--- config.mk ---
export PLATFORM = sky130hd
export DESIGN_NAME = term_writer_flat
export DESIGN_NICKNAME = d
export VERILOG_FILES = /design/src/rtl/term_writer_if.sv /design/src/rtl/term_writer.sv /design/src/flat_wrapper.sv
export SDC_FILE = /design/constraint.sdc
export NUM_CORES = 1
export LEC_CHECK = 0
export CAP_MARGIN = 20
export CORE_ASPECT_RATIO = 1.25
export CORE_UTILIZATION = 56
export DETAILED_ROUTE_END_ITERATION = 6
export GPL_TIMING_DRIVEN = 1
export PLACE_DENSITY = 0.82
export SYNTH_ARGS = -nofsm -noshare
export SYNTH_HDL_FRONTEND = slang
export SYNTH_SLANG_ARGS = --single-unit
export TNS_END_PERCENT = 50
--- constraint.sdc ---
create_clock -name clk -period 3.8 [get_ports clk]
set_clock_uncertainty 0.15 [all_clocks]
set_input_delay 0.76 -clock clk [delete_from_list [all_inputs] [get_ports clk]]
set_output_delay 0.76 -clock clk [all_outputs]
set_load 0.005 [all_outputs]
--- src/rtl/term_writer_if.sv ---
// Character-stream and BRAM-write bundle between the UART side, term_writer and
// the VGA text renderer.
//   slave  : term_writer side (consumes in_valid/in_data, drives everything else)
//   master : character source / observer side
// Parameters must match the term_writer instance: SAW = SCREEN_ADDRESS_WIDTH,
// CW = CHAR_WIDTH, COL_W = $clog2(H), ROW_W = $clog2(V).
interface term_writer_if #(
    parameter int unsigned SAW   = 13,
    parameter int unsigned CW    = 7,
    parameter int unsigned COL_W = 7,
    parameter int unsigned ROW_W = 6
);
    logic             in_valid;
    logic [CW-1:0]    in_data;
    logic             in_ready;
    logic             bram_wen;
    logic [SAW-1:0]   bram_addr;
    logic [CW-1:0]    bram_data;
    logic [ROW_W-1:0] cursor_row;
    logic [COL_W-1:0] cursor_col;
    logic [ROW_W-1:0] top_row;

    modport master (
        output in_valid, in_data,
        input  in_ready, bram_wen, bram_addr, bram_data,
        input  cursor_row, cursor_col, top_row
    );

    modport slave (
        input  in_valid, in_data,
        output in_ready, bram_wen, bram_addr, bram_data,
        output cursor_row, cursor_col, top_row
    );
endinterface

--- src/rtl/term_writer.sv ---
// term_writer: text-terminal writer. Accepts characters over a valid/ready
// handshake and writes them into the character BRAM read by the VGA renderer.
// Tracks a row/column cursor, handles CR, LF, BS and auto-wrap, scrolls by
// ring-buffering rows (top_row), and blanks new lines / the whole screen after
// reset with spaces.
// Ports:
//   clk   : system clock, rising edge
//   rstn  : asynchronous active-low reset
//   bus   : term_writer_if.slave
//           in_valid/in_data/in_ready : character handshake
//           bram_wen/bram_addr/bram_data : one BRAM write per wen cycle
//           cursor_row/cursor_col : cursor (physical BRAM row)
//           top_row : physical row shown as screen line 0
// Optional feature: define TERM_WRITER_TAB_EN to enable HT (0x09) tab stops.
module term_writer #(
    parameter int unsigned SCREEN_ADDRESS_WIDTH  = 13,
    parameter int unsigned CHAR_WIDTH            = 7,
    parameter int unsigned HORIZONTAL_SLOT_COUNT = 80,
    parameter int unsigned VERTICAL_SLOT_COUNT   = 60,
    parameter int unsigned TAB_STOP              = 8
) (
    input  logic          clk,
    input  logic          rstn,
    term_writer_if.slave  bus
);
    localparam int unsigned SAW   = SCREEN_ADDRESS_WIDTH;
    localparam int unsigned H     = HORIZONTAL_SLOT_COUNT;
    localparam int unsigned V     = VERTICAL_SLOT_COUNT;
    localparam int unsigned COL_W = $clog2(H);
    localparam int unsigned ROW_W = $clog2(V);
    localparam int unsigned TOTAL = H * V;

    localparam logic [CHAR_WIDTH-1:0] CH_BS    = CHAR_WIDTH'(32'h08);
    localparam logic [CHAR_WIDTH-1:0] CH_HT    = CHAR_WIDTH'(32'h09);
    localparam logic [CHAR_WIDTH-1:0] CH_LF    = CHAR_WIDTH'(32'h0A);
    localparam logic [CHAR_WIDTH-1:0] CH_CR    = CHAR_WIDTH'(32'h0D);
    localparam logic [CHAR_WIDTH-1:0] CH_SPACE = CHAR_WIDTH'(32'h20);
    localparam logic [CHAR_WIDTH-1:0] CH_TILDE = CHAR_WIDTH'(32'h7E);

`ifdef TERM_WRITER_TAB_EN
    localparam bit TAB_EN = 1'b1;
`else
    localparam bit TAB_EN = 1'b0;
`endif

    typedef enum logic [1:0] {
        CLR_ALL  = 2'd0,
        IDLE     = 2'd1,
        WRITE    = 2'd2,
        CLR_LINE = 2'd3
    } state_e;

    state_e                  state_q, state_d;
    logic [ROW_W-1:0]        row_q, row_d;
    logic [COL_W-1:0]        col_q, col_d;
    logic [ROW_W-1:0]        top_q, top_d;
    logic [SAW-1:0]          clr_idx_q, clr_idx_d;
    logic                    nl_pend_q, nl_pend_d;
    logic                    in_ready_q, in_ready_d;
    logic                    wen_q, wen_d;
    logic [SAW-1:0]          addr_q, addr_d;
    logic [CHAR_WIDTH-1:0]   data_q, data_d;

    logic                    do_nl_c;
    logic [ROW_W-1:0]        nl_row_c;
    logic [ROW_W-1:0]        nl_top_c;
    logic [31:0]             tab_tgt_c;
    logic                    printable_c;

    // Linear BRAM address of a cell; never exceeds TOTAL-1 for legal row/col.
    function automatic logic [SAW-1:0] addr_of(input logic [ROW_W-1:0] r,
                                               input logic [COL_W-1:0] c);
        return SAW'(r) * SAW'(H) + SAW'(c);
    endfunction

    // Row/top_row after a newline: wrap by compare, top follows when caught up.
    assign nl_row_c = (row_q == ROW_W'(V - 1)) ? '0 : row_q + ROW_W'(1);
    assign nl_top_c = (nl_row_c != top_q)        ? top_q :
                      (top_q == ROW_W'(V - 1))   ? '0    : top_q + ROW_W'(1);

    // Next tab stop strictly right of the cursor.
    assign tab_tgt_c = (32'(col_q) / TAB_STOP + 32'd1) * TAB_STOP;

    assign printable_c = (bus.in_data >= CH_SPACE) && (bus.in_data <= CH_TILDE);

    // Next-state and registered-output logic.
    always_comb begin
        state_d   = state_q;
        row_d     = row_q;
        col_d     = col_q;
        top_d     = top_q;
        clr_idx_d = clr_idx_q;
        nl_pend_d = nl_pend_q;
        wen_d     = 1'b0;
        addr_d    = addr_q;
        data_d    = data_q;
        do_nl_c   = 1'b0;

        unique case (state_q)
            CLR_ALL: begin
                wen_d  = 1'b1;
                addr_d = clr_idx_q;
                data_d = CH_SPACE;
                if (clr_idx_q == SAW'(TOTAL - 1)) begin
                    clr_idx_d = '0;
                    state_d   = IDLE;
                end else begin
                    clr_idx_d = clr_idx_q + SAW'(1);
                end
            end

            IDLE: begin
                if (bus.in_valid && in_ready_q) begin
                    if (printable_c) begin
                        wen_d   = 1'b1;
                        addr_d  = addr_of(row_q, col_q);
                        data_d  = bus.in_data;
                        state_d = WRITE;
                        // Last column: cursor stays until the write retires, then wraps.
                        if (col_q == COL_W'(H - 1)) begin
                            nl_pend_d = 1'b1;
                        end else begin
                            nl_pend_d = 1'b0;
                            col_d     = col_q + COL_W'(1);
                        end
                    end else if (bus.in_data == CH_LF) begin
                        do_nl_c = 1'b1;
                    end else if (bus.in_data == CH_CR) begin
                        col_d = '0;
                    end else if (bus.in_data == CH_BS) begin
                        if (col_q != '0) begin
                            col_d     = col_q - COL_W'(1);
                            wen_d     = 1'b1;
                            addr_d    = addr_of(row_q, col_q - COL_W'(1));
                            data_d    = CH_SPACE;
                            nl_pend_d = 1'b0;
                            state_d   = WRITE;
                        end
                    end else if (TAB_EN && (bus.in_data == CH_HT)) begin
                        if (tab_tgt_c >= H) begin
                            do_nl_c = 1'b1;
                        end else begin
                            col_d = COL_W'(tab_tgt_c);
                        end
                    end
                end
            end

            WRITE: begin
                if (nl_pend_q) begin
                    do_nl_c = 1'b1;
                end else begin
                    state_d = IDLE;
                end
            end

            CLR_LINE: begin
                wen_d  = 1'b1;
                addr_d = addr_of(row_q, COL_W'(clr_idx_q));
                data_d = CH_SPACE;
                if (clr_idx_q == SAW'(H - 1)) begin
                    clr_idx_d = '0;
                    state_d   = IDLE;
                end else begin
                    clr_idx_d = clr_idx_q + SAW'(1);
                end
            end

            default: state_d = CLR_ALL;
        endcase

        if (do_nl_c) begin
            row_d     = nl_row_c;
            col_d     = '0;
            top_d     = nl_top_c;
            clr_idx_d = '0;
            nl_pend_d = 1'b0;
            state_d   = CLR_LINE;
        end

        // Ready only in a quiet IDLE cycle, so no write ever overlaps in_ready.
        in_ready_d = (state_d == IDLE) && !wen_d;
    end

    // State and output registers.
    always_ff @(posedge clk or negedge rstn) begin
        if (!rstn) begin
            state_q    <= CLR_ALL;
            row_q      <= '0;
            col_q      <= '0;
            top_q      <= '0;
            clr_idx_q  <= '0;
            nl_pend_q  <= 1'b0;
            in_ready_q <= 1'b0;
            wen_q      <= 1'b0;
            addr_q     <= '0;
            data_q     <= '0;
        end else begin
            state_q    <= state_d;
            row_q      <= row_d;
            col_q      <= col_d;
            top_q      <= top_d;
            clr_idx_q  <= clr_idx_d;
            nl_pend_q  <= nl_pend_d;
            in_ready_q <= in_ready_d;
            wen_q      <= wen_d;
            addr_q     <= addr_d;
            data_q     <= data_d;
        end
    end

    assign bus.in_ready   = in_ready_q;
    assign bus.bram_wen   = wen_q;
    assign bus.bram_addr  = addr_q;
    assign bus.bram_data  = data_q;
    assign bus.cursor_row = row_q;
    assign bus.cursor_col = col_q;
    assign bus.top_row    = top_q;

endmodule

--- src/flat_wrapper.sv ---
// flat-port wrapper written by rule: the top's interface ports become plain ports
module term_writer_flat 
#(
    parameter int unsigned SCREEN_ADDRESS_WIDTH  = 13,
    parameter int unsigned CHAR_WIDTH            = 7,
    parameter int unsigned HORIZONTAL_SLOT_COUNT = 80,
    parameter int unsigned VERTICAL_SLOT_COUNT   = 60,
    parameter int unsigned TAB_STOP              = 8
)
  (clk, rstn, bus_in_valid, bus_in_data, bus_in_ready, bus_bram_wen, bus_bram_addr, bus_bram_data, bus_cursor_row, bus_cursor_col, bus_top_row);
  term_writer_if #(.SAW((13)), .CW((7)), .COL_W(($clog2((80)))), .ROW_W(($clog2((60))))) bus_i ();
  input  logic clk;
  input  logic rstn;
  input wire logic [$bits(bus_i.in_valid)-1:0] bus_in_valid;
  input wire logic [$bits(bus_i.in_data)-1:0] bus_in_data;
  output wire logic [$bits(bus_i.in_ready)-1:0] bus_in_ready;
  output wire logic [$bits(bus_i.bram_wen)-1:0] bus_bram_wen;
  output wire logic [$bits(bus_i.bram_addr)-1:0] bus_bram_addr;
  output wire logic [$bits(bus_i.bram_data)-1:0] bus_bram_data;
  output wire logic [$bits(bus_i.cursor_row)-1:0] bus_cursor_row;
  output wire logic [$bits(bus_i.cursor_col)-1:0] bus_cursor_col;
  output wire logic [$bits(bus_i.top_row)-1:0] bus_top_row;
  assign bus_i.in_valid = bus_in_valid;
  assign bus_i.in_data = bus_in_data;
  assign bus_in_ready = bus_i.in_ready;
  assign bus_bram_wen = bus_i.bram_wen;
  assign bus_bram_addr = bus_i.bram_addr;
  assign bus_bram_data = bus_i.bram_data;
  assign bus_cursor_row = bus_i.cursor_row;
  assign bus_cursor_col = bus_i.cursor_col;
  assign bus_top_row = bus_i.top_row;
  term_writer #(.SCREEN_ADDRESS_WIDTH(SCREEN_ADDRESS_WIDTH), .CHAR_WIDTH(CHAR_WIDTH), .HORIZONTAL_SLOT_COUNT(HORIZONTAL_SLOT_COUNT), .VERTICAL_SLOT_COUNT(VERTICAL_SLOT_COUNT), .TAB_STOP(TAB_STOP)) u_core (.clk(clk), .rstn(rstn), .bus(bus_i));
endmodule
==> results.json, run 1 <==
{
  "outcome": "finished clean",
  "nNetsFinal": 551,
  "final_area_um2": 4778,
  "dp_hpwl_mm": 6.833,
  "relSlewSlack": 0.3824,
  "syn_to_final_growth_pct": 22.33,
  "drt-vias-per-instance": 5.970,
  "dpl.cell_count": 592,
  "diodes": 0,
  "port_buffers": 50,
  "path_class": "input port to flop",
  "synth-edff-count": 0,
  "drt_iter0_drc": 240,
  "syn_avg_cell_area_um2": 8.455,
  "critPathCaptureType": "flop",
  "critPathMaxFanout": 6,
  "cts_buffers": 9,
  "hold_violations": 0,
  "yosys.area.top_type": "dfrtp_1",
  "post_dp_cell_area_um2": 4534,
  "synth_most_common_cell": "nand2_1",
  "track_usage": 0.2802,
  "finalSetupTns_ps": 0,
  "fp.dieW_um": 76.70,
  "start_util": 0.5876,
  "hold_class": "input port to asynchronous set/reset pin",
  "grt_max_degree": 44,
  "n_fill_cell": 499,
  "worst_ep_arrival_time_ps": 3860,
  "ys_seq_area_frac": 0.3652,
  "period_share": 0.9942,
  "drcViolationCount": 0,
  "max_freq_mhz": 264.7,
  "syn-instance-count": 462,
  "io_pins": 51,
  "dieArea_um2": 7315,
  "grt_setup_unrepaired": "yes",
  "synthTopCellsByArea": "dfrtp_1, ha_1, nand2_1",
  "start_kind": "input port",
  "power_density_nw_per_um2": 258.3,
  "grt_pass1_wl_mm": 15.97,
  "die_y_um": 95.38,
  "synthDominantCellAreaShare": 0.3652,
  "wl_per_cell_um": 15.89,
  "finalNonFillerCells": 609,
  "path_clk_slew_ps": 60,
  "rows": 33,
  "ys_types": 68,
  "overflow": 0,
  "antenna_found_initial": 0,
  "antenna_left": 0,
  "root_buffer": "clkbuf_8",
  "period_needed_ps": 3778,
  "coreArea_um2": 6648,
  "cts_hold_buffers": 0,
  "setup_viol": 0,
  "synth_ff_type": "dfrtp_1",
  "via_count": 3636,
  "cap_violations": 0,
  "place_congestion": 0.8424,
  "htreeDepth": 3,
  "clock_path_buffers": 2,
  "ir_drop_v": 0.0002197,
  "ys_seq_elements": 57,
  "drv_slew": 0,
  "p_leak_uw": 0.001976,
  "grt_pass1_vias": 3453,
  "wl_mm": 9.680,
  "finalPower_uw": 1234,
  "syn_nets": 495,
  "clock_sinks": 57,
  "cts_tree": "built",
  "worst_pin_slew_ps": 923.0,
  "synth_common_cells": "nand2_1, dfrtp_1, o21ai_0",
  "yosys_warnings": 0,
  "drive_gt1_frac": 0.1188,
  "firstDrtPassIters": 5,
  "clk_latency_ps": 350,
  "synthArstFlopShare": 1.000,
  "critPathRequiredTime_ps": 3880,
  "synth_area_um2": 3906
}
## cell type report
| class | count | area, µm² | share of cell area |
|---|---|---|---|
| Multi-Input combinational cell | 361 | 2303 | 0.4821 |
| Inverter | 15 | 56.30 | 0.01178 |
| Tap cell | 87 | 108.9 | 0.02278 |
| Clock buffer | 12 | 155.1 | 0.03247 |
| Timing Repair Buffer | 74 | 688.2 | 0.1440 |
| Sequential cell | 57 | 1426 | 0.2985 |
| Clock inverter | 3 | 40.04 | 0.008379 |
## layer usage
metal / GRT usage / wire [µm] / share of wire / vias to the layer above
met5: 0 / 0 / 0 / -
met2: 0.4702 / 4948 / 0.51 / 106
li1: - / - / - / 1765
met3: 0.04689 / 411 / 0.042 / 19
met4: 0.1538 / 221 / 0.023 / 0
met1: 0.3454 / 4099 / 0.42 / 1746
## what timing repair did
action | in CTS | in global routing
buffers inserted | 1 | 0
endpoints found under the setup margin | 2 | 3
pin swaps | 2 | 1
gates cloned | 0 | 0
gates resized for setup | 4 | 4
## metrics by stage
stage	worst slack, ps	hold slack, ps	util
after floorplan	231.9	312.8	-
after global placement	-396.9	315.3	0.6821
after detailed placement	-505.7	327.8	0.6821
after CTS	12.81	342.4	0.7147
after global routing	-82.13	59.84	0.7188
final	22.14	60.97	0.7188
## critical path, cell delays in order
cell             delay [ps]
clkdlybuf4s50_1         430
buf_4                   170
o22ai_2                 240
nand3_2                 130
xor2_1                  160
o21ai_1                 150
ha_2                    210
inv_1                    50
fa_1                    380
nor2b_1                 170
o21ai_1                 120
or3b_4                  410
xor2_1                  170
nor2_1                   60
a21oi_1                 150
o21ai_0                  90
## flip-flops by register name (all words and copies together), names as in the netlist, 2 cells and up
name	cells
u_core.clr_idx_q	13
u_core.bus.bram_data	7
u_core.bus.top_row	6
u_core.bus.cursor_row	6
u_core.bus.bram_addr	13
u_core.state_q	2
u_core.bus.cursor_col	7
## worst paths after layout
kind,from,end,slack (ps),cells after the start
setup / recovery,bus_in_data[6],u_core.bus.bram_addr[10],20,16
hold / removal,rstn,u_core.clr_idx_q[7],60,1
setup reg to reg,u_core.bus.cursor_col[0],u_core.bus.bram_addr[10],500,15
hold reg to reg,u_core.bus.bram_addr[7],u_core.bus.bram_addr[7],330,2
max in group asynchronous,rstn,u_core.clr_idx_q[1],2830,3
min in group clk,u_core.bus.bram_addr[7],u_core.bus.bram_addr[7],330,2
## logic make-up (layout without fill, tap and decap cells)
family	after synthesis	count (layout)	share of synthesized area
and+or+nand+nor	187	187	0.2412
AOI/OAI and AO/OA	125	125	0.2040
DFF	57	57	0.3652
buffers and inverters	44	104	0.05061
adders and majority gates	23	23	0.07751
xor gates and xnor gates	20	20	0.04484
muxes	6	6	0.01666
## placed cells by master (no fill, tap or decap), types with 3 or more instances in the layout
cell             synthesis  routed
nand2_1                 60      60
dfrtp_1                 57      57
clkdlybuf4s50_1          0      49
o21ai_0                 45      42
nor2_1                  37      37
a21oi_1                 27      27
buf_4                    2      23
nand3_1                 22      21
ha_1                    21      20
inv_1                   15      15
xnor2_1                 13      13
and3_1                  12      12
nor3_1                  11      11
clkbuf_8                 0      11
a31oi_1                 10      10
nand2b_1                 8       8
xor2_1                   7       7
nand4_1                  6       6
o21ai_1                  1       4
and2_1                   4       4
o211ai_1                 4       4
o31ai_1                  4       4
mux2_2                   4       4
nor2b_1                  4       4
a221oi_1                 4       4
a41oi_1                  3       3
a211oi_1                 3       3
a21o_1                   3       3
## report_power, final
part	leakage [µW]	internal (µW)	total (µW)	switching, µW
clock	0.000102	333	579	247
combinational	0.00116	21.0	47.9	26.9
sequential	0.000715	607	607	0
total	0.00198	961	1230	274
(Power assumes the default switching activity.)
==> run 2: changes to the inputs <==
--- a/config.mk
+++ b/config.mk
@@ -10,2 +10,3 @@
 export CORE_UTILIZATION = 56
+export CTS_BUF_LIST = sky130_fd_sc_hd__clkbuf_16
 export DETAILED_ROUTE_END_ITERATION = 6
==> constraint.sdc (replaced) <==
create_clock -name clk -period 3.59 [get_ports clk]
set_clock_uncertainty 0.15 [all_clocks]
set_input_delay 1.077 -clock clk [delete_from_list [all_inputs] [get_ports clk]]
set_output_delay 1.077 -clock clk [all_outputs]
set_load 0.005 [all_outputs]
==> results.json, run 2 (same netlist as run 1, synthesis figures left out) <==
{
  "worst_pin_slew_ps": 987.4,
  "dieArea_um2": 7315,
  "power_density_nw_per_um2": 300.2,
  "worstSetupEndpoint": "u_core.bus.bram_addr[6]",
  "crit_start": "bus_in_data[5]",
  "rows": 33,
  "grt_pass1_wl_mm": 16.77,
  "cts_tree": "built",
  "cap_violations": 0,
  "violations": "negative setup slack",
  "setup_viol": 2,
  "syn_to_final_growth_pct": 28.25,
  "nNetsFinal": 567,
  "start_kind": "input port",
  "drt-vias-per-instance": 6.189,
  "p_leak_uw": 0.002111,
  "ir_drop_v": 0.0002932,
  "period_share": 1.011,
  "relSlewSlack": 0.3393,
  "dpl_worst_slack_ps": -791.2,
  "outcome": "finished, violations left",
  "period_needed_ps": 3629,
  "worstRegToRegCells": 16,
  "place_congestion": 0.8369,
  "r2r-start": "u_core.bus.cursor_col[0]",
  "antenna_left": 0,
  "grt_setup_unrepaired": "yes",
  "min_path_cells": 2,
  "clock_sinks": 57,
  "drv_slew": 0,
  "hold_class": "flop to flop",
  "firstDrtPassIters": 5,
  "fin_ws_ps": -39.23,
  "antenna_found_initial": 0,
  "path_class": "input port to flop",
  "regToRegEndpoint": "u_core.bus.bram_addr[6]",
  "wl_mm": 10.54,
  "critPathCaptureType": "flop",
  "cts_hold_buffers": 0,
  "final_area_um2": 5010,
  "drt_iter0_drc": 321,
  "critPathRequiredTime_ps": 3680,
  "path_clk_slew_ps": 50,
  "coreArea_um2": 6648,
  "reg2reg_slack_ps": 380,
  "n_fill_cell": 457,
  "wl_per_cell_um": 16.87,
  "overflow": 0,
  "drcViolationCount": 0,
  "mostFrequentLayoutCells": "nand2_1, dfrtp_1, clkdlybuf4s50_1, o21ai_0, buf_4",
  "diodes": 0,
  "fp.dieW_um": 76.70,
  "root_buffer": "clkbuf_16",
  "clk_latency_ps": 320,
  "drive_gt1_frac": 0.1710,
  "track_usage": 0.2906,
  "layout_commonest_cell": "nand2_1",
  "via_count": 3868,
  "worst_ep_arrival_time_ps": 3720,
  "start_util": 0.5876,
  "cts_buffers": 9,
  "io_pins": 51,
  "hold_violations": 0,
  "die_y_um": 95.38,
  "post_dp_cell_area_um2": 4586,
  "grt_max_degree": 23,
  "max_freq_mhz": 275.5,
  "htreeDepth": 3,
  "port_buffers": 50,
  "critPathMaxFanout": 3,
  "dp_hpwl_mm": 6.982,
  "grt_pass1_vias": 3611,
  "clock_path_buffers": 2
}
==> run 2: cell count changes in the layout (fill, tap and decap cells not counted), moves of 2 or more <==
cell             delta
buf_4              +15
o21ai_0             -3
clkinv_1            +2
nor3_1              -2
nor3_2              +2
buf_6               +6
clkbuf_8           -11
o21ai_1             +2
clkdlybuf4s50_1     -7
clkbuf_16           +9
buf_2               +3
==> run 2: cell type report <==
cell class | count | area (µm²) | area share
tap | 87 | 108.9 | 0.02173
multi-input combinational | 361 | 2349 | 0.4688
sequential | 57 | 1426 | 0.2847
timing repair buffer | 90 | 793.3 | 0.1583
clock inverter | 6 | 51.30 | 0.01024
clock buffer | 9 | 225.2 | 0.04496
inverter | 15 | 56.30 | 0.01124
==> run 2: through the flow <==
step | setup TNS, ps | hold WS, ps | instances | utilization | total power, µW
final | -67.75 | 322.6 | 625 | 0.7536 | 1504
after detailed placement | -4473 | 319.0 | 596 | 0.6898 | 702.9
after CTS | 0 | 329.7 | 622 | 0.7465 | 1500
after floorplan | -104.5 | 312.8 | 462 | - | 663.6
after global placement | -3644 | 311.0 | 596 | 0.6898 | 701.8
after global routing | -344.1 | 368.3 | 625 | 0.7536 | 1536
==> run 2: worst min path at each step <==
stage	start	to	slack (ps)
after global placement	u_core.bus.bram_data[5]	u_core.bus.bram_data[5]	310
after CTS	u_core.bus.bram_addr[7]	u_core.bus.bram_addr[7]	330
final	u_core.bus.bram_addr[7]	u_core.bus.bram_addr[7]	320
after global routing	u_core.bus.bram_addr[9]	u_core.bus.bram_addr[9]	370
after detailed placement	u_core.bus.bram_addr[7]	u_core.bus.bram_addr[7]	320
after floorplan	u_core.bus.bram_data[5]	u_core.bus.bram_data[5]	310
==> run 2: repair_timing <==
action / 4_1_cts / 5_1_grt
setup endpoints to repair: 6 / 6
buffers inserted: 11 / 3
gates cloned: 0 / 0
gates resized for setup: 40 / 9
pin swaps: 8 / 9
==> run 2: routing by layer <==
| layer | vias to the layer above | global-route usage | wire length (µm) |
|---|---|---|---|
| li1 | 1798 | - | - |
| met1 | 1867 | 0.3372 | 4296 |
| met2 | 169 | 0.5119 | 5353 |
| met3 | 34 | 0.04880 | 544 |
| met4 | 0 | 0.1619 | 346 |
| met5 | - | 0 | 0 |
==> run 2: where the power goes <==
| group | total (µW) | internal [µW] | switching (µW) |
|---|---|---|---|
| Sequential | 644 | 644 | 0 |
| Clock | 807 | 522 | 285 |
| Combinational | 53.0 | 22.4 | 30.6 |
==> run 2: critical path, stage by stage <==
cell and delay [ps]:
buf_6 70, nand4_1 170, o22ai_4 210, nand3_2 130
nor3_2 190, xnor2_1 170, o21ai_1 130, ha_1 370
nor2b_4 160, buf_4 130, buf_4 120, buf_4 120
buf_4 120, buf_4 120, nor3_2 200, a21oi_1 60
o21ai_0 170
